[src/rtl/wb_master_port_if.sv]
// Wishbone classic bus bundle shared by wb_master_port and its slaves.
// Signal names follow the local bus naming: address/data_in/write_enable are
// driven by the initiator, data_out/ack come back from the slave.
interface wishbone_if #(
  parameter int unsigned ADDR_WIDTH = 32,
  parameter int unsigned DATA_WIDTH = 32
) ();
  logic [ADDR_WIDTH-1:0] address;
  logic                  cycle;
  logic                  strobe;
  logic                  write_enable;
  logic [DATA_WIDTH-1:0] data_in;
  logic [DATA_WIDTH-1:0] data_out;
  logic                  ack;

  modport master (
    output address,
    output cycle,
    output strobe,
    output write_enable,
    output data_in,
    input  data_out,
    input  ack
  );

  modport slave (
    input  address,
    input  cycle,
    input  strobe,
    input  write_enable,
    input  data_in,
    output data_out,
    output ack
  );
endinterface

[src/rtl/wb_master_port.sv]
// Wishbone classic initiator: accepts one single-beat read/write request at a
// time from a CPU-side client, runs it as a Wishbone cycle and returns read
// data/status on a valid/ready response channel. Misaligned requests are
// answered with an error and never reach the bus.
// Optional ack watchdog: define WB_MASTER_TIMEOUT_EN to abort a bus cycle after
// TIMEOUT_CYCLES cycles without ack (response carries resp_error=1).
module wb_master_port #(
  parameter int unsigned ADDR_WIDTH     = 32,
  parameter int unsigned DATA_WIDTH     = 32,
  parameter int unsigned TIMEOUT_CYCLES = 256
) (
  input  logic                  clk,
  input  logic                  reset,
  input  logic                  req_valid,
  output logic                  req_ready,
  input  logic                  req_write,
  input  logic [ADDR_WIDTH-1:0] req_addr,
  input  logic [DATA_WIDTH-1:0] req_wdata,
  output logic                  resp_valid,
  input  logic                  resp_ready,
  output logic [DATA_WIDTH-1:0] resp_rdata,
  output logic                  resp_error,
  wishbone_if.master            wishbone
);

  typedef enum logic [1:0] {StIdle, StBus, StResp} state_e;

  state_e                state_q;
  logic [ADDR_WIDTH-1:0] address_q;
  logic [DATA_WIDTH-1:0] data_in_q;
  logic                  write_enable_q;
  logic                  cycle_q;
  logic                  strobe_q;

  // The watchdog counter needs room to reach TIMEOUT_CYCLES-1.
  if (TIMEOUT_CYCLES < 2) begin : gen_bad_timeout
    $error("TIMEOUT_CYCLES must be at least 2");
  end

`ifdef WB_MASTER_TIMEOUT_EN
  localparam int unsigned CntW = (TIMEOUT_CYCLES > 2) ? $clog2(TIMEOUT_CYCLES) : 1;
  localparam logic [CntW-1:0] CntMax = CntW'(TIMEOUT_CYCLES - 1);

  logic [CntW-1:0] timeout_cnt_q;
`endif

  // Ready only in IDLE and never while reset is held low.
  assign req_ready = (state_q == StIdle) && reset;

  assign wishbone.address      = address_q;
  assign wishbone.data_in      = data_in_q;
  assign wishbone.write_enable = write_enable_q;
  assign wishbone.cycle        = cycle_q;
  assign wishbone.strobe       = strobe_q;

  // Transaction FSM with all bus and response outputs registered.
  always_ff @(posedge clk) begin
    if (!reset) begin
      state_q        <= StIdle;
      address_q      <= '0;
      data_in_q      <= '0;
      write_enable_q <= 1'b0;
      cycle_q        <= 1'b0;
      strobe_q       <= 1'b0;
      resp_valid     <= 1'b0;
      resp_error     <= 1'b0;
      resp_rdata     <= '0;
`ifdef WB_MASTER_TIMEOUT_EN
      timeout_cnt_q  <= '0;
`endif
    end else begin
      unique case (state_q)
        StIdle: begin
          if (req_valid) begin
            if (req_addr[1:0] != 2'b00) begin
              // Misaligned: answer directly, no bus cycle.
              resp_valid <= 1'b1;
              resp_error <= 1'b1;
              resp_rdata <= '0;
              state_q    <= StResp;
            end else begin
              address_q      <= {req_addr[ADDR_WIDTH-1:2], 2'b00};
              data_in_q      <= req_wdata;
              write_enable_q <= req_write;
              cycle_q        <= 1'b1;
              strobe_q       <= 1'b1;
`ifdef WB_MASTER_TIMEOUT_EN
              timeout_cnt_q  <= '0;
`endif
              state_q        <= StBus;
            end
          end
        end
        StBus: begin
          // Ack is checked first so an ack on the expiry edge still completes normally.
          if (wishbone.ack) begin
            cycle_q        <= 1'b0;
            strobe_q       <= 1'b0;
            write_enable_q <= 1'b0;
            resp_rdata     <= write_enable_q ? '0 : wishbone.data_out;
            resp_error     <= 1'b0;
            resp_valid     <= 1'b1;
            state_q        <= StResp;
          end
`ifdef WB_MASTER_TIMEOUT_EN
          else if (timeout_cnt_q == CntMax) begin
            cycle_q        <= 1'b0;
            strobe_q       <= 1'b0;
            write_enable_q <= 1'b0;
            resp_rdata     <= '0;
            resp_error     <= 1'b1;
            resp_valid     <= 1'b1;
            state_q        <= StResp;
          end else begin
            timeout_cnt_q <= timeout_cnt_q + 1'b1;
          end
`endif
        end
        StResp: begin
          if (resp_ready) begin
            resp_valid <= 1'b0;
            resp_error <= 1'b0;
            state_q    <= StIdle;
          end
        end
        default: state_q <= StIdle;
      endcase
    end
  end

endmodule

[src/flat_wrapper.sv]
// flat-port wrapper written by rule: the top's interface ports become plain ports
module wb_master_port_flat 
#(
  parameter int unsigned ADDR_WIDTH     = 32,
  parameter int unsigned DATA_WIDTH     = 32,
  parameter int unsigned TIMEOUT_CYCLES = 256
)
  (clk, reset, req_valid, req_ready, req_write, req_addr, req_wdata, resp_valid, resp_ready, resp_rdata, resp_error, wishbone_address, wishbone_cycle, wishbone_strobe, wishbone_write_enable, wishbone_data_in, wishbone_data_out, wishbone_ack);
  wishbone_if #(.ADDR_WIDTH(ADDR_WIDTH), .DATA_WIDTH(DATA_WIDTH)) wishbone_i ();
  input  logic clk;
  input  logic reset;
  input  logic req_valid;
  output logic req_ready;
  input  logic req_write;
  input  logic [ADDR_WIDTH-1:0] req_addr;
  input  logic [DATA_WIDTH-1:0] req_wdata;
  output logic resp_valid;
  input  logic resp_ready;
  output logic [DATA_WIDTH-1:0] resp_rdata;
  output logic resp_error;
  output wire logic [$bits(wishbone_i.address)-1:0] wishbone_address;
  output wire logic [$bits(wishbone_i.cycle)-1:0] wishbone_cycle;
  output wire logic [$bits(wishbone_i.strobe)-1:0] wishbone_strobe;
  output wire logic [$bits(wishbone_i.write_enable)-1:0] wishbone_write_enable;
  output wire logic [$bits(wishbone_i.data_in)-1:0] wishbone_data_in;
  input wire logic [$bits(wishbone_i.data_out)-1:0] wishbone_data_out;
  input wire logic [$bits(wishbone_i.ack)-1:0] wishbone_ack;
  assign wishbone_address = wishbone_i.address;
  assign wishbone_cycle = wishbone_i.cycle;
  assign wishbone_strobe = wishbone_i.strobe;
  assign wishbone_write_enable = wishbone_i.write_enable;
  assign wishbone_data_in = wishbone_i.data_in;
  assign wishbone_i.data_out = wishbone_data_out;
  assign wishbone_i.ack = wishbone_ack;
  wb_master_port #(.ADDR_WIDTH(ADDR_WIDTH), .DATA_WIDTH(DATA_WIDTH), .TIMEOUT_CYCLES(TIMEOUT_CYCLES)) u_core (.clk(clk), .reset(reset), .req_valid(req_valid), .req_ready(req_ready), .req_write(req_write), .req_addr(req_addr), .req_wdata(req_wdata), .resp_valid(resp_valid), .resp_ready(resp_ready), .resp_rdata(resp_rdata), .resp_error(resp_error), .wishbone(wishbone_i));
endmodule
[config.mk]
export PLATFORM = sky130hd
export DESIGN_NAME = wb_master_port_flat
export DESIGN_NICKNAME = d
export VERILOG_FILES = /design/src/rtl/wb_master_port_if.sv /design/src/rtl/wb_master_port.sv /design/src/flat_wrapper.sv
export SDC_FILE = /design/constraint.sdc
export NUM_CORES = 1
export LEC_CHECK = 0
export ABC_AREA = 1
export CAP_MARGIN = 25
export CORE_MARGIN = 10
export CORE_UTILIZATION = 29
export DETAILED_ROUTE_END_ITERATION = 8
export GPL_TIMING_DRIVEN = 1
export PLACE_DENSITY = 0.65
export SLEW_MARGIN = 20
export SYNTH_ARGS = -nofsm -noshare
export SYNTH_HDL_FRONTEND = slang
export SYNTH_SLANG_ARGS = --single-unit
[constraint.sdc]
create_clock -name clk -period 2 [get_ports clk]
set_input_delay 0.2 -clock clk [delete_from_list [all_inputs] [get_ports clk]]
set_output_delay 0.2 -clock clk [all_outputs]
set_load 0.05 [all_outputs]
==> results of run 1 <==
-- cell usage in the layout, fill, tap and decap left out --
master / n
sky130_fd_sc_hd__ha_1: 4
sky130_fd_sc_hd__clkinv_2: 1
sky130_fd_sc_hd__nand2_2: 5
sky130_fd_sc_hd__nor2_1: 87
sky130_fd_sc_hd__buf_4: 7
sky130_fd_sc_hd__clkdlybuf4s50_1: 199
sky130_fd_sc_hd__inv_2: 4
sky130_fd_sc_hd__nand3_1: 66
sky130_fd_sc_hd__nand3_2: 1
sky130_fd_sc_hd__clkinv_4: 1
sky130_fd_sc_hd__clkinvlp_4: 2
sky130_fd_sc_hd__dfxtp_1: 100
sky130_fd_sc_hd__a21oi_1: 66
sky130_fd_sc_hd__clkbuf_16: 9
sky130_fd_sc_hd__clkinv_1: 1
sky130_fd_sc_hd__inv_1: 30
sky130_fd_sc_hd__o21ai_0: 2
sky130_fd_sc_hd__buf_12: 5
sky130_fd_sc_hd__o21bai_1: 2
sky130_fd_sc_hd__buf_2: 1
sky130_fd_sc_hd__inv_8: 1
sky130_fd_sc_hd__nand2_1: 170
sky130_fd_sc_hd__conb_1: 2
sky130_fd_sc_hd__nor2_2: 2
sky130_fd_sc_hd__inv_6: 2
sky130_fd_sc_hd__nor2_4: 3
-- per-stage QoR --
stage	hold slack (ns)	std cells	instance area, um^2	utilization (%)	setup WS, ns
final	0.394	953	6590	47.1	0.199
after global placement	0.448	937	6300	45.1	0.324
after detailed placement	0.451	937	6300	45.1	0.278
after global routing	0.407	953	6590	47.1	0.0395
after CTS	0.389	953	6590	47.1	0.180
after floorplan	0.364	589	4180	-	0.413
-- layer usage --
| layer | track usage (%) | vias to the layer above | share of wire [%] | routed length [um] |
|---|---|---|---|---|
| li1 | - | 2194 | - | - |
| met1 | 16.2 | 1789 | 45 | 6160 |
| met2 | 18.8 | 151 | 41 | 5620 |
| met3 | 8.38 | 15 | 13 | 1820 |
| met4 | 4.78 | 0 | 1.5 | 202 |
| met5 | 0 | - | 0 | 0 |
-- how the worst max path moves through the flow --
stage                                  from                     to  cells after the start
4_1_cts        u_core.wishbone.write_enable  wishbone_write_enable                      1
3_5_place_dp                   wishbone_ack  u_core.resp_rdata[14]                      8
6_report       u_core.wishbone.write_enable  wishbone_write_enable                      1
5_1_grt                   u_core.state_q[0]  u_core.resp_rdata[20]                     10
3_3_place_gp                   wishbone_ack  u_core.resp_rdata[26]                      8
2_1_floorplan  u_core.wishbone.write_enable  u_core.resp_rdata[14]                      6
-- worst reg2reg max path, delay by kind of cell, from the launching register on --
kind                       cells  cell delay (ns)
and+or+nand+nor                6             0.79
DFF                            1             0.36
buffers and inverters          3             0.27
adders and majority gates      1             0.19
-- kinds of logic (layout without fill, tap and decap cells) --
kind of cell | Yosys count | after routing
other cells | 1 | 2
buf+inv | 79 | 263
compound gates | 70 | 70
flops | 100 | 100
simple gates | 334 | 334
fa+ha+maj | 4 | 4
-- final cells by class --
type / instances / area, um^2
clock buffers: 9 / 225
clock inverters: 7 / 57.6
fillers: 1384 / 7400
inverters: 35 / 131
multi-input cells: 410 / 1800
flip-flops and latches: 100 / 2000
well taps: 180 / 225
repair buffers: 212 / 2150
-- cells in the mapped netlist, drive strengths merged --
| cell type | number | area share (%) |
|---|---|---|
| a21oi | 66 | 7.9 |
| buf | 31 | 4.8 |
| clkbuf | 13 | 1.2 |
| clkinv | 1 | 0.090 |
| conb | 1 | 0.090 |
| dfxtp | 100 | 48 |
| ha | 4 | 1.2 |
| inv | 34 | 3.1 |
| nand2 | 175 | 16 |
| nand3 | 67 | 8.2 |
| nor2 | 92 | 8.9 |
| o21ai | 2 | 0.24 |
| o21bai | 2 | 0.36 |
-- power breakdown --
part           internal [mW]  leakage [nW]  switching [mW]  total, mW
sequential              2.24         0.816           0.123       2.36
combinational          0.921          1.64            1.69       2.61
clock                  0.862         0.134           0.830       1.69
total                   4.02          2.59            2.65       6.66
-- sequential cells by signal, indices dropped and copies added, names as in the netlist --
register / count
u_core.resp_rdata: 32
u_core.wishbone.data_in: 32
u_core.wishbone.address: 30
u_core.state_q: 2
u_core.resp_error: 1
u_core.resp_valid: 1
u_core.wishbone.strobe: 1
u_core.wishbone.write_enable: 1
==> qor_table.md, run 1 <==
| Group | Metric | This run |
|---|---|---|
| critical path | Data required time of the critical path | 1.80 ns |
| critical path | Data arrival, critical path | 1.60 ns |
| critical path | Critical path cell sequence | clkdlybuf4s50_1 |
| critical path | Kind of start point of the critical path | register |
| drt | Number of DRC markers in iteration 0 | 213 |
| layout | Layout-stage area growth over the synthesis result | 57.8% |
| clocking | Number of buffers on the longest clock path | 2 |
| critical path | R2r worst-path depth | 10 |
| layout | Fraction of final layout cells with drive strength greater than 1 | 5.69% |
| clocking | Count of instances resized after the clock tree is built | 0 |
| synth | Synthesized area per cell | 7.10 um^2 |
| clocking | Clock tree root driver cell | sky130_fd_sc_hd__clkbuf_16 |
| timing | Clock period minus worst slack | 1.80 ns |
| clocking | CTS tree | done |
| timing | RSZ-0062 raised after global routing | false |
| drt | Final wirelength | 13800 um |
| drt | Count of nets left with antenna violations after detail routing | 0 |
| critical path | Crit-path leading delay family | buffers and inverters |
| clocking | Clock transition at the registers of the reported paths | 0.08 ns |
| job | Max-capacitance violation count | 0 |
| drt | Total DRC errors in the routed layout | 0 |
| synth | Mapped Cells | 588 |
| run status | Status | finished, final reports clean |
| clocking | Postcts setup bufs | 0 |
| synth | Share of synthesized area occupied by flip-flops and latches | 48.0% |
| synth | Share of synthesized cell area in full adder, half adder and majority cells | 1.20% |
| synth | Mapped cell area | 4170 um^2 |
| placed design | Estimated wirelength of the detail-placed design | 9760 um |
| floorplan | Die area | 19600 um^2 |
| critical path | Count of buffering cells on the critical path with inverters included | 1 |
| global route | Congestion Overflow GR | 0 |
| critical path | Largest fanout of any net on the critical path | 3 |
| global route | Number of antenna violations at the first check in global routing | 0 |
| timing | Fin. Hold Viols | 0 |
| hold path | Number of cells on the worst hold path | 4 |
| floorplan | Vert. Die Dim | 140 um |
| power and ir drop | Total power consumption of the routed design | 6.66 mW |
| hold path | Min-Delay Path Class | input port to register |
| timing | Max-slew violation count | 0 |
| clocking | # hold bufs at CTS | 0 |
| synth | Synth Register Bits | 100 |
| synth | Synth Area in Compound Gates | 8.52% |
| timing | Slew at the pin closest to its max-slew limit | 0.564 ns |
| synth | Fraction of the mapped netlist area in simple logic gates | 33.1% |
| critical path | Kind of capture point of the worst setup path | output pin |
| power and ir drop | Maximum vdd ir drop | 0.390 mV |
| timing | Total of endpoints with negative setup slack in the final report | 0 |
| hold path | Hold-critical path endpoint | u_core.wishbone.address[20] |
| clocking | Number of H-tree levels | 3 |
| critical path | Setup slack on the worst flop-to-flop path | 0.27 ns |
| placed design | Count of buffers inserted at the top-level ports | 201 |
| layout | Layout net count | 874 |
| synth | Xor and xnor fraction of the mapped netlist area | 0% |
| global route | Via count of the first global-routing pass | 4031 |
| critical path | Maximum cell stage delay along the critical path | 0.85 ns |
| synth | Count of warnings emitted by yosys | 0 |
| placed design | Final Wtd Congestion | 0.734 |
| clocking | Clk sinks | 100 |
| floorplan | Total number of placement rows | 43 |
| power and ir drop | Power per cell area | 1010 nW/um^2 |
| drt | Detailed-route vias per instance | 4.35 |
| synth | Largest family of logic cells by synthesized area | simple AND/OR/NAND/NOR gates |
| floorplan | Standard cell core area | 14000 um^2 |
| timing | Worst rel slew slack | 62.3% |
| critical path | Launch point of the worst reg-to-reg path | u_core.state_q[0] |
| power and ir drop | Leakage power total | 2.59 nW |
| critical path | Slowest cell on crit path | sky130_fd_sc_hd__clkdlybuf4s50_1 |
| clocking | Clock Latency Late Sink | 0.35 ns |
| clocking | Clock buffer count from CTS | 9 |
| timing | Highest Clock Rate | 555 MHz |
| floorplan | Initial core utilization | 29.8% |
| critical path | Capturing point of the worst reg2reg path | u_core.resp_rdata[11] |
| floorplan | Top Ports | 204 |
| layout | Antenna diode instance count | 0 |
| global route | First-pass GRT wire length | 21600 um |
| drt | Total number of vias | 4149 |
| hold path | Hold path startpoint | req_valid |
| global route | Pin count of the biggest net entering global routing | 67 |
| drt | Iteration count of the initial detailed-routing pass | 4 |
| synth | Multiplexer share of the synthesized area | 0% |
| timing | Post-route clock period utilization | 90.0% |
| critical path | Kind of critical path | register to output pin |
| floorplan | Chip Width | 140 um |
| synth | Count of distinct cell types in the synthesized netlist | 21 |
| timing | Sum of negative setup slack | 0 ns |
| timing | Final clock skew | 0.00751 ns |
| drt | Per-cell routed wire length | 14.5 um |
| global route | Global-route usage over all layers | 13.4% |
Note: power is estimated with default switching activity, not from simulation.
==> run 2: changes to the inputs <==
Settings changed: HOLD_SLACK_MARGIN from default to 0.1.
==> results of run 2 <==
The final DEF is identical to that of run 1; final timing and power are the same.
